## src/rtl/regfile_wb_arbiter.sv

```systemverilog
// regfile_wb_arbiter
//   Owns the single regfile write port. Out of reset it sweeps zeros into
//   registers 1..REG_NUM-1 (the regfile storage has no reset), then
//   arbitrates round-robin between two write-back requesters.
//
// Ports
//   clk, rst               clock; synchronous active-low reset
//   a_valid/a_addr/a_data  port A (main pipeline WB) request
//   a_ready                port A accepted this cycle
//   b_valid/b_addr/b_data  port B (long-latency unit) request
//   b_ready                port B accepted this cycle
//   we/waddr/wdata         registered regfile write port
//   init_done              registered, high once the sweep has completed
//
// Handshake: a transfer happens on a posedge where valid && ready. The
// requester holds valid/addr/data stable until then, and valid never
// depends combinationally on ready. Ready is combinational from valid,
// state and last_grant, is never high without its valid, and at most one
// ready is high per cycle.
module regfile_wb_arbiter #(
  parameter int ADDR_W  = 5,
  parameter int DATA_W  = 32,
  parameter int REG_NUM = 32
) (
  input  logic              clk,
  input  logic              rst,
  input  logic              a_valid,
  input  logic [ADDR_W-1:0] a_addr,
  input  logic [DATA_W-1:0] a_data,
  output logic              a_ready,
  input  logic              b_valid,
  input  logic [ADDR_W-1:0] b_addr,
  input  logic [DATA_W-1:0] b_data,
  output logic              b_ready,
  output logic              we,
  output logic [ADDR_W-1:0] waddr,
  output logic [DATA_W-1:0] wdata,
  output logic              init_done
);

  typedef enum logic {INIT, RUN} state_t;
  typedef enum logic {GRANT_A, GRANT_B} grant_t;

  localparam logic [ADDR_W-1:0] LAST_ADDR = ADDR_W'(REG_NUM - 1);
  localparam logic [ADDR_W-1:0] FIRST_ADDR = ADDR_W'(1);

  state_t            state, state_next;
  grant_t            last_grant;
  logic [ADDR_W-1:0] sweep_addr;

  // State register
  always_ff @(posedge clk) begin
    if (!rst) state <= INIT;
    else      state <= state_next;
  end

  // Next state and arbitration. Readies are forced low while rst is low
  // so nothing looks accepted during reset.
  always_comb begin
    state_next = state;
    a_ready    = 1'b0;
    b_ready    = 1'b0;
    case (state)
      INIT: begin
        if (sweep_addr == LAST_ADDR) state_next = RUN;
      end
      RUN: begin
        if (rst) begin
          // On a tie, the port that did not win last time gets it.
          a_ready = a_valid && (!b_valid || last_grant == GRANT_B);
          b_ready = b_valid && (!a_valid || last_grant == GRANT_A);
        end
      end
      default: state_next = INIT;
    endcase
  end

  // Registered write port, sweep counter and round-robin pointer.
  always_ff @(posedge clk) begin
    if (!rst) begin
      we         <= 1'b0;
      waddr      <= '0;
      wdata      <= '0;
      init_done  <= 1'b0;
      sweep_addr <= FIRST_ADDR;
      // Pretend B won last so A takes the first tie.
      last_grant <= GRANT_B;
    end else if (state == INIT) begin
      we         <= 1'b1;
      waddr      <= sweep_addr;
      wdata      <= '0;
      sweep_addr <= sweep_addr + FIRST_ADDR;
      // Rises together with the final sweep write being presented.
      if (sweep_addr == LAST_ADDR) init_done <= 1'b1;
    end else begin
      // No transfer: we drops, waddr/wdata keep their last values.
      we <= 1'b0;
      if (a_ready) begin
        last_grant <= GRANT_A;
        // Register 0 is hardwired; the request is accepted but dropped.
        if (a_addr != '0) begin
          we    <= 1'b1;
          waddr <= a_addr;
          wdata <= a_data;
        end
      end else if (b_ready) begin
        last_grant <= GRANT_B;
        if (b_addr != '0) begin
          we    <= 1'b1;
          waddr <= b_addr;
          wdata <= b_data;
        end
      end
    end
  end

endmodule

```

## config.mk

```make
export PLATFORM = sky130hd
export DESIGN_NAME = regfile_wb_arbiter
export DESIGN_NICKNAME = d
export VERILOG_FILES = /design/src/rtl/regfile_wb_arbiter.sv
export SDC_FILE = /design/constraint.sdc
export NUM_CORES = 1
export LEC_CHECK = 0
export CORE_UTILIZATION = 39
export DETAILED_ROUTE_END_ITERATION = 10
export MAX_ROUTING_LAYER = met4
export PLACE_DENSITY_LB_ADDON = 0.1
export SYNTH_ARGS = -nofsm -noshare
export SYNTH_HDL_FRONTEND = slang
export SYNTH_SLANG_ARGS = --single-unit
```

## constraint.sdc

```tcl
create_clock -name clk -period 1.99 [get_ports clk]
set_input_delay 0.398 -clock clk [delete_from_list [all_inputs] [get_ports clk]]
set_output_delay 0.398 -clock clk [all_outputs]
set_load 0.1 [all_outputs]
```

; ---- Word-level counts from Yosys, hierarchy flattened
; Cells that the tools add are included.
[classes]
n_addsub = 1
n_eq_ne = 5
n_mux = 22
n_bitwise = 2
n_reduce_logical = 15
[ops]
columns = op, n
row1 = $mux 32, 4
row2 = $mux 5, 5
row3 = $mux 1, 13
row4 = $reduce_bool 5->1, 2
row5 = $ne 3x2->1 const B, 2
row6 = $reduce_and 2->1, 3
row7 = $reduce_and 3->1, 2
row8 = $add 5x1->5 const B, 1
row9 = $eq 5x5->1 const B, 1
row10 = $reduce_bool 2->1, 2
row11 = $ne 3x3->1 const B, 1
row12 = $logic_and 1x1->1, 2
row13 = $logic_not 1->1, 2
row14 = $logic_or 1x1->1, 2
row15 = $ne 2x1->1 const B, 1
row16 = $not 1->1, 2
[word_totals]
ff_bits = 46
output_inout_bits = 41

; ---- Depth between registers and ports, before layout
[depth]
word_depth = 8
depth_mapped = 6
ltp_nobuf = 5

; ---- Worst setup path before layout
; Ideal clock, no wire load.
[synth_path]
path_type = input -> output
startpoint = input port a_valid
endpoint = output port a_ready
t_arrival_ns = 2.372
required_time_ns = 1.592
slack_ns = -0.780
path_stages = 4
path_buffers = 2
path_cell_list = clkbuf_1 -> nand2_1 -> buf_2 -> nor2_1
[synth_between]
elab_chain_cells = 3
[synth_rtl]
columns = element, line_no
row1 = start: declaration, 27  ; input logic a_valid,
row2 = $logic_and 1x1->1, 70  ; a_ready = a_valid && (!b_valid || last_grant == GRANT_B);
row3 = $mux 1, 68  ; if (rst) begin
row4 = $mux 1, 63  ; case (state)
row5 = end: declaration, 30  ; output logic a_ready,
; Every way passes these cells.

; ---- Worst setup path after layout
[layout_path]
startpoint = input port b_valid
endpoint = output port b_ready
[layout_between]
elab_chain_cells = 3
[layout_rtl]
columns = element, line_no
row1 = start: declaration, 31  ; input logic b_valid,
row2 = $logic_and 1x1->1, 71  ; b_ready = b_valid && (!a_valid || last_grant == GRANT_A);
row3 = $mux 1, 68
row4 = $mux 1, 63
row5 = end: declaration, 34  ; output logic b_ready,
; Every way passes these cells.

==> flow_summary.yaml <==
timing:
  tightest_slew_ps: 356
  finalSetupViolCount: 0
  hold_slack_ps: 466
  final_hold_viol_count: 0
  relSlewSlack_pct: 76.3
  period_share_pct: 96.6
  setup_tns_ps: 0
  slew_viol_final: 0
  min_period_ps: 1920
  fmax_mhz: 520
  finClkSkew_ps: 3.41
detailed_routing:
  drt-initial-drc-count: 103
  wl_mm: 6.24
  num_vias: 2239
  drt-pass1-iter-count: 4
  vias_per_cell: 5.24
  wl_per_cell_um: 14.6
  antenna_left: 0
  route.detailed.drc: 0
logic_synthesis:
  synth_flop_cell: "dfxtp_1"
  synth-edff-count: 0
  yosysTopAreaCell: "dfxtp_1"
  syn_area_um2: 2170
  synth.ff_latch_count: 46
  async_flop_share_pct: 0
  seq_area_frac_synth_pct: 42.5
  avgSynthCellArea_um2: 9.30
  synth_top_area_share_pct: 42.5
  ys_top_cells_by_area: "dfxtp_1 (43%), mux2i_1 (18%), nand4_1 (9.5%)"
  ys_types: 28
  synth_nets: 313
  synthTopCellsByCount: "dfxtp_1 (46), mux2i_1 (39), nand4_1 (33)"
  synth.most_common_cell: "dfxtp_1"
  yosys_warnings: 0
  syn_inst: 233
cells_and_area:
  syn2layout_area_growth_pct: 66.6
  nFillCells: 458
  stdcell_area_um2: 3610
  nNetsFinal: 436
  drive_gt1_share_pct: 23.0
  antenna_cells: 0
clock_network:
  root_buffer: "clkbuf_8"
  insertion_delay_ps: 290
  cts_max_level: 2
  cts_tree: "yes"
  ctsHoldBuffers: 0
  cts_made_buffers: 5
  clk_path_buf_depth: 2
  cts.sinks: 46
  clk_pin_slew_ps: 90
pwr:
  powerDensity_nw_per_um2: 519
  leakage_uw: 0.00153
  peakVddDrop_uv: 607
global_routing:
  gr-total-overflow: 0
  grt_max_degree: 33
  grt_pass1_vias: 2153
  grt.total_usage_pct: 22.0
  antenna_found_initial: 0
  grt_first_pass_wirelength_mm: 10.2
hold_path:
  min_path_type: "register to register"
place:
  placed_area_um2: 3470
  place_hpwl_mm: 4.56
  place.gp.congestion: 0.797
  place.port_buffers: 118
floorplan:
  rows: 26
  core_area_um2: 5240
  die_h_um: 76.5
  start_util_pct: 41.4
  dieArea_um2: 5860
  die_w_um: 76.5
  io_pins: 119
setup_path:
  cp_max_fo: 2
  critPathKind: "input port to output pin"
  worstPathArrival_ps: 1520
  cp-end-kind: "output pin"
  crit_required_ps: 1590
  worstSetupStartpointType: "input port"
flow_run:
  max-cap-violations: 0
outcome:
  outcome: "finished clean"
-- metrics by stage --
step	cells	setup WS, ps	utilization (%)	total power (uW)
after detailed placement	418	-263	66.2	1330
after CTS	426	5.19	67.8	1880
after global placement	418	-186	66.2	1330
final	427	68.2	68.9	1870
after global routing	427	-0.519	68.9	1960
after floorplan	233	-3.58	-	1120
-- report_power, final --
part           switching, uW  total (uW)  internal, uW
logic                    154         370           216
registers               12.9         947           934
clock network            309         558           248
total                    476        1870          1400
-- layer usage --
layer | routed length, um | GRT usage, %
met5 | 0 | -
met4 | 19 | 2.88
met2 | 3080 | 37.8
met3 | 372 | 5.03
met1 | 2770 | 26.7
-- flip-flops by register name, indices dropped and copies added (netlist names) --
name / flops
last_grant: 1
we: 1
sweep_addr: 5
state: 1
init_done: 1
waddr: 5
wdata: 32
-- critical path: stages --
cell             delay, ps
clkdlybuf4s50_1        470
a21boi_0               180
buf_4                  140
and2_2                 160
buf_12                 170
-- cell type report --
cell class	instances	area, um2	area share (%)
clock inverters	2	13.8	0.381
repair buffers	137	1350	37.3
clock buffers	6	72.6	2.01
well taps	70	87.6	2.43
flip-flops and latches	46	921	25.5
inverters	3	11.3	0.312
multi-input cells	163	1160	32.0
-- worst paths after layout --
| path | end | start | slack (ps) | depth (start not counted) |
|---|---|---|---|---|
| worst min-delay path | wdata[12] | wdata[12] | 470 | 2 |
| worst min register to register | wdata[12] | wdata[12] | 470 | 2 |
| worst max register to register | waddr[2] | last_grant | 590 | 5 |
| worst max-delay path | b_ready | b_valid | 70 | 5 |
-- cells in the final DEF (no fill, tap or decap), types with 2 or more instances in the layout --
cell type,n
nor2b_1,2
mux2i_1,39
clkdlybuf4s50_1,77
ha_1,2
a21oi_1,2
inv_1,2
o211ai_2,2
buf_12,8
xor2_1,2
and3_1,2
or4_4,2
clkbuf_8,5
dfxtp_1,46
nand4_1,33
nand2_1,7
o21ai_1,30
nand3_1,5
buf_4,49
a31o_2,5
o21ai_0,13
nor2_1,7
buf_6,2
-- cells by family after synthesis --
group,Yosys count,synth area share [%]
and+or+nand+nor,63,16.2
buffers and inverters,24,5.72
xor gates and xnor gates,3,1.21
muxes,39,18.0
adders and majority gates,2,1.16
DFF,46,42.5
AOI/OAI and AO/OA,56,15.2
-- what timing repair did --
action,4_1_cts,5_1_grt
endpoints found under the setup margin,0,7
endpoints found under the hold margin,0,0
buffers inserted,0,0
resized for setup,0,7
Power figures use the tool's default switching activity.
